[config.mk]
export PLATFORM = sky130hd
export DESIGN_NAME = alu_driver
export DESIGN_NICKNAME = d
export VERILOG_FILES = /design/src/rtl/alu_pkg.sv /design/src/rtl/alu_golden.sv /design/src/rtl/alu_driver.sv
export SDC_FILE = /design/constraint.sdc
export NUM_CORES = 1
export LEC_CHECK = 0
export ABC_AREA = 1
export CORE_MARGIN = 8
export CORE_UTILIZATION = 40
export DETAILED_ROUTE_END_ITERATION = 12
export HOLD_SLACK_MARGIN = 0.12
export PLACE_DENSITY = 0.9
export SYNTH_ARGS = -nofsm -noshare
export SYNTH_HDL_FRONTEND = slang
export SYNTH_HIERARCHICAL = 1
export SYNTH_SLANG_ARGS = --single-unit
[constraint.sdc]
create_clock -name clk -period 1.7 [get_ports clk]
set_input_delay 0.425 -clock clk [delete_from_list [all_inputs] [get_ports clk]]
set_output_delay 0.425 -clock clk [all_outputs]
set_load 0.02 [all_outputs]
[src/rtl/alu_pkg.sv]
// Shared types and constants for the ALU driver slice: command encoding,
// driver FSM states and the datapath width.
package alu_pkg;

    localparam int ALU_W = 32;

    typedef enum logic [2:0] {
        ALU_ADD  = 3'd0,
        ALU_SUB  = 3'd1,
        ALU_XOR  = 3'd2,
        ALU_SLT  = 3'd3,
        ALU_AND  = 3'd4,
        ALU_NAND = 3'd5,
        ALU_NOR  = 3'd6,
        ALU_OR   = 3'd7
    } alu_cmd_t;

    typedef enum logic [1:0] {
        DRV_IDLE   = 2'd0,
        DRV_SETTLE = 2'd1,
        DRV_RESP   = 2'd2
    } alu_drv_state_t;

    // Only the arithmetic commands produce meaningful carry/zero/overflow.
    function automatic logic cmd_has_flags(alu_cmd_t cmd);
        return (cmd == ALU_ADD) || (cmd == ALU_SUB);
    endfunction

endpackage

[src/rtl/alu_golden.sv]
// Combinational behavioural reference for the 32-bit ALU, used by alu_driver
// to cross-check the gate-level ALU when ALU_DRIVER_CHECK_EN is defined.
module alu_golden
    import alu_pkg::*;
(
    input  logic [ALU_W-1:0] operand_a_i,
    input  logic [ALU_W-1:0] operand_b_i,
    input  logic [2:0]       command_i,
    output logic [ALU_W-1:0] result_o,
    output logic             carryout_o,
    output logic             zero_o,
    output logic             overflow_o
);

    alu_cmd_t       cmd;
    logic [ALU_W:0] sum;
    logic [ALU_W:0] diff;
    logic           lessThan;

    assign cmd      = alu_cmd_t'(command_i);
    assign sum      = {1'b0, operand_a_i} + {1'b0, operand_b_i};
    assign diff     = {1'b0, operand_a_i} + {1'b0, ~operand_b_i} + {{ALU_W{1'b0}}, 1'b1};
    assign lessThan = $signed(operand_a_i) < $signed(operand_b_i);

    // Overflow is the signed overflow of the two's-complement add/subtract.
    always_comb begin
        result_o   = '0;
        carryout_o = 1'b0;
        overflow_o = 1'b0;
        case (cmd)
            ALU_ADD: begin
                result_o   = sum[ALU_W-1:0];
                carryout_o = sum[ALU_W];
                overflow_o = (operand_a_i[ALU_W-1] == operand_b_i[ALU_W-1]) &&
                             (sum[ALU_W-1] != operand_a_i[ALU_W-1]);
            end
            ALU_SUB: begin
                result_o   = diff[ALU_W-1:0];
                carryout_o = diff[ALU_W];
                overflow_o = (operand_a_i[ALU_W-1] != operand_b_i[ALU_W-1]) &&
                             (diff[ALU_W-1] != operand_a_i[ALU_W-1]);
            end
            ALU_XOR:  result_o = operand_a_i ^ operand_b_i;
            ALU_SLT:  result_o = {{(ALU_W-1){1'b0}}, lessThan};
            ALU_AND:  result_o = operand_a_i & operand_b_i;
            ALU_NAND: result_o = ~(operand_a_i & operand_b_i);
            ALU_NOR:  result_o = ~(operand_a_i | operand_b_i);
            ALU_OR:   result_o = operand_a_i | operand_b_i;
            default:  result_o = '0;
        endcase
    end

    assign zero_o = cmd_has_flags(cmd) && (result_o == '0);

endmodule

[src/rtl/alu_driver.sv]
// Sequential valid/ready front end for the combinational ALU: latch, settle,
// capture, respond. Define ALU_DRIVER_CHECK_EN to enable the golden-model check.
module alu_driver
    import alu_pkg::*;
#(
    parameter int SETTLE_CYCLES = 4
) (
    input  logic             clk,
    input  logic             reset,
    input  logic             req_valid,
    output logic             req_ready,
    input  logic [ALU_W-1:0] req_a,
    input  logic [ALU_W-1:0] req_b,
    input  logic [2:0]       req_cmd,
    output logic             rsp_valid,
    input  logic             rsp_ready,
    output logic [ALU_W-1:0] rsp_result,
    output logic             rsp_carryout,
    output logic             rsp_zero,
    output logic             rsp_overflow,
    output logic             rsp_mismatch,
    output logic [15:0]      err_count,
    output logic [ALU_W-1:0] alu_operandA,
    output logic [ALU_W-1:0] alu_operandB,
    output logic [2:0]       alu_command,
    input  logic [ALU_W-1:0] alu_result,
    input  logic             alu_carryout,
    input  logic             alu_zero,
    input  logic             alu_overflow
);

    // Legal SETTLE_CYCLES range is 1..255, so the load value always fits 8 bits.
    localparam logic [7:0] SETTLE_LOAD = 8'(SETTLE_CYCLES - 1);

    alu_drv_state_t   state_q;
    logic [7:0]       count_q;
    logic             reqReady_q;
    logic [ALU_W-1:0] aluOperandA_q;
    logic [ALU_W-1:0] aluOperandB_q;
    logic [2:0]       aluCommand_q;
    logic             rspValid_q;
    logic [ALU_W-1:0] rspResult_q;
    logic             rspCarry_q;
    logic             rspZero_q;
    logic             rspOverflow_q;
    logic             rspMismatch_q;
    logic [15:0]      errCount_q;

    logic             mismatch_d;
    logic [15:0]      errCount_d;

`ifdef ALU_DRIVER_CHECK_EN
    logic [ALU_W-1:0] goldResult;
    logic             goldCarry;
    logic             goldZero;
    logic             goldOverflow;

    alu_golden u_golden (
        .operand_a_i (aluOperandA_q),
        .operand_b_i (aluOperandB_q),
        .command_i   (aluCommand_q),
        .result_o    (goldResult),
        .carryout_o  (goldCarry),
        .zero_o      (goldZero),
        .overflow_o  (goldOverflow)
    );

    assign mismatch_d = (goldResult   != alu_result)   ||
                        (goldCarry    != alu_carryout) ||
                        (goldZero     != alu_zero)     ||
                        (goldOverflow != alu_overflow);
    assign errCount_d = (mismatch_d && (errCount_q != 16'hFFFF)) ? errCount_q + 16'd1
                                                                 : errCount_q;
`else
    assign mismatch_d = 1'b0;
    assign errCount_d = 16'd0;
`endif

    // The alu_* registers only load on acceptance so the ripple path never
    // sees spurious transitions while settling or while the response waits.
    always_ff @(posedge clk) begin
        if (reset) begin
            state_q       <= DRV_IDLE;
            count_q       <= 8'd0;
            reqReady_q    <= 1'b1;
            aluOperandA_q <= '0;
            aluOperandB_q <= '0;
            aluCommand_q  <= 3'd0;
            rspValid_q    <= 1'b0;
            rspResult_q   <= '0;
            rspCarry_q    <= 1'b0;
            rspZero_q     <= 1'b0;
            rspOverflow_q <= 1'b0;
            rspMismatch_q <= 1'b0;
            errCount_q    <= 16'd0;
        end else begin
            case (state_q)
                DRV_IDLE: begin
                    if (req_valid) begin
                        aluOperandA_q <= req_a;
                        aluOperandB_q <= req_b;
                        aluCommand_q  <= req_cmd;
                        count_q       <= SETTLE_LOAD;
                        reqReady_q    <= 1'b0;
                        state_q       <= DRV_SETTLE;
                    end
                end
                DRV_SETTLE: begin
                    if (count_q != 8'd0) begin
                        count_q <= count_q - 8'd1;
                    end else begin
                        rspResult_q   <= alu_result;
                        rspCarry_q    <= alu_carryout;
                        rspZero_q     <= alu_zero;
                        rspOverflow_q <= alu_overflow;
                        rspMismatch_q <= mismatch_d;
                        errCount_q    <= errCount_d;
                        rspValid_q    <= 1'b1;
                        state_q       <= DRV_RESP;
                    end
                end
                DRV_RESP: begin
                    if (rsp_ready) begin
                        rspValid_q    <= 1'b0;
                        rspMismatch_q <= 1'b0;
                        reqReady_q    <= 1'b1;
                        state_q       <= DRV_IDLE;
                    end
                end
                default: begin
                    state_q    <= DRV_IDLE;
                    reqReady_q <= 1'b1;
                    rspValid_q <= 1'b0;
                end
            endcase
        end
    end

    assign req_ready    = reqReady_q;
    assign rsp_valid    = rspValid_q;
    assign rsp_result   = rspResult_q;
    assign rsp_carryout = rspCarry_q;
    assign rsp_zero     = rspZero_q;
    assign rsp_overflow = rspOverflow_q;
    assign rsp_mismatch = rspMismatch_q;
    assign err_count    = errCount_q;
    assign alu_operandA = aluOperandA_q;
    assign alu_operandB = aluOperandB_q;
    assign alu_command  = aluCommand_q;

endmodule

==> results.cfg <==
[critical_path]
worst_ep_required_time_ps = 1270
cp-start-kind = register
critical_path.top_delay_family = buffers and inverters
cp-startpoint = alu_operandB[5]
critical_path_type = reg -> out
end_kind = primary output
cp.buffers_inverters = 1
worst-r2r-cell-count = 7
timing.critical_path.fanout_max = 2
cp_capture_point = alu_operandB[5]
delay_of_the_slowest_cell_on_the_worst_path_ps = 370
cp.arrival_ps = 1210
timing.rr.start = count_q[1]
timing.critical_path.cells = dlygate4sd2_1
critical_path.reg2reg.endpoint = rsp_result[27]
worstSetupPathDepth = 1
cpMaxStageDelayCell = dlygate4sd2_1
internal_reg_to_reg_setup_slack_ps = 240

[clock_network]
clock_tree_from_tritoncts = yes
clk_transition_reported_paths_ps = 60
cts_hold_repair.buffers = 0
cts.htree.levels = 4
clk-insertion-delay-late_ps = 500
clock-sinks = 114
cts_buffer_depth = 2
cts_bufs_inserted = 17
root_buffer = clkbuf_8

[die]
design.portCount = 227
fp-row-count = 38
die_width_um = 121
floorplan.initialDensity_pct = 40.8
die_h_um = 121
overall_die_area_um2 = 14600
core_area_um2 = 10700

[place]
hpwl_um = 10100
port-buffer-count = 209
routability_congestion_estimate = 0.848

[layout]
diodes = 0
fillerInstances = 878
drive_above_1_share_pct = 7.77
area_growth_syn_to_layout_pct = 59.6
final_nets = 868
final_util_pct = 65.0

[synth]
async_reset_ff_share_pct = 0
synth_cells = 555
yosysTopAreaCell = dfxtp_1
synth-seq-area-share_pct = 52.1
yosys.cell_types.count = 24
synthFlopType = dfxtp_1
synth.ff_latch_count = 114
netlist.area_leader.share_pct = 52.1
post_synth_most_frequent_cells = 146 x nor2_1, 114 x dfxtp_1, 69 x o21ai_0
syn-mean-instance-area_um2 = 7.89
post_synth_instance_area_um2 = 4380
synth-warning-count = 6
synth_most_common_cell = nor2_1
ys_top_cells_by_area = dfxtp_1 52%, nor2_1 13%, o21ai_0 7.9%
synth_enable_flop_cells = 0

[drt]
drt_first_pass_iters = 4
routed_wirelength_um = 13800
via_to_cell_ratio = 4.80
via_count = 4375
drtAntennaViolNets = 0
route.detailed.drc = 0
route.detailed.wl_per_inst_um = 15.1
drt_first_iter_violations = 280

[timing]
max_freq_mhz = 610
timing.final.hold_violations = 0
fin_tns_setup_ps = 0
fin_skew_ps = 11.9
final-setup-viol-count = 0
post-route-min-period_ps = 1640
slew_viol_final = 0
final_min_period_over_clock_period_pct = 96.4
rsz0062_at_grt = false

[power]
power_per_unit_of_standard_cell_area_nw_per_um2 = 1310
peakVddDrop_mv = 0.696
p_leak_nw = 3.15

[grt]
globalRouteOverflowTotal = 0
grt_pass1_wl_um = 21500
globalRouteTotalUtil_pct = 18.3
grt_antenna_before_repair = 0
first_global_vias = 4393
maximum_number_of_pins_on_one_net_before_global_route_repair = 59

[worst_hold_path]
timing.hold.worst.class = reg -> reg

[run_status]
status = complete, no violations

[run]
max_cap_violations = 0
-- metrics by stage --
stage,cells,instance area (um^2),total power [mW],hold slack [ps],worst slack (ps)
2_1_floorplan,571,4440,4.81,452,326
3_3_place_gp,881,6520,5.81,447,84.2
3_5_place_dp,881,6520,5.87,450,25.2
4_1_cts,912,6990,9.23,458,22.4
5_1_grt,912,6990,9.61,470,15.8
6_report,912,6990,9.16,456,61.9
-- registers in the layout, summed over array words and instances, names as in the netlist --
name          cells
req_ready         1
state_q           2
alu_command       3
alu_operandA     32
rsp_valid         1
count_q           8
rsp_zero          1
rsp_carryout      1
alu_operandB     32
rsp_overflow      1
rsp_result       32
-- how the worst min path moves through the flow --
stage | startpoint | endpoint | slack, ps | depth (start not counted)
after floorplan | count_q[1] | count_q[1] | 450 | 2
after global placement | req_ready | req_ready | 450 | 2
after detailed placement | req_ready | req_ready | 450 | 2
after CTS | rsp_result[5] | rsp_result[5] | 460 | 2
after global routing | rsp_result[1] | rsp_result[1] | 470 | 2
final | rsp_result[1] | rsp_result[1] | 460 | 2
-- layout by cell type, fill, tap and decap left out, types with 3 or more instances in the layout --
master	n
a21oi_1	45
buf_12	4
buf_4	11
bufinv_16	3
clkbuf_16	16
clkbuf_8	3
clkdlybuf4s50_1	105
clkinv_4	3
clkinvlp_4	3
conb_1	17
dfxtp_1	114
dlygate4sd2_1	104
inv_1	8
nand2_1	52
nand2_2	4
nand3_1	44
nor2_1	146
nor2_2	4
o21ai_0	69
-- report_power, final --
part | switching, mW | internal, mW | leakage [nW] | total (mW)
logic | 1.48 | 0.941 | 1.93 | 2.42
clock network | 1.25 | 2.31 | 0.286 | 3.56
registers | 0.168 | 3.01 | 0.937 | 3.18
-- worst min-delay path, delay by kind of cell (launching register included) --
family	cells	cell delay [ps]
AO/OA/AOI/OAI	1	50
AND/OR/NAND/NOR	1	60
flip-flops	1	300
-- cell type report --
type | instances | area, um^2 | share of cell area, %
inverter | 10 | 37.5 | 0.537
sequential | 114 | 2280 | 32.7
clock inverter | 12 | 158 | 2.26
timing repair buffer | 224 | 2120 | 30.4
multi-input combinational | 393 | 1770 | 25.3
tap | 140 | 175 | 2.51
clock buffer | 19 | 442 | 6.32
-- cells by family after synthesis --
kind of cell	Yosys count	share of synthesized area, %
AND/OR/NAND/NOR	258	24.7
AO/OA/AOI/OAI	115	13.4
flip-flops	114	52.1
buffers and inverters	64	8.91
adder cells (fa/ha/maj)	2	0.571
XOR/XNOR	1	0.200
other	1	0.0856
-- metal layers --
metal,share of wire (%),global-route usage [%]
met2,46,30.4
met1,38,18.8
met5,0,0
met4,1.4,5.85
met3,14,11.1
-- repair_timing --
action	in CTS	in global routing
endpoints found under the setup margin	104	0
buffers inserted	0	0
resized for setup	104	0
Note: power is estimated with default switching activity, not from simulation.
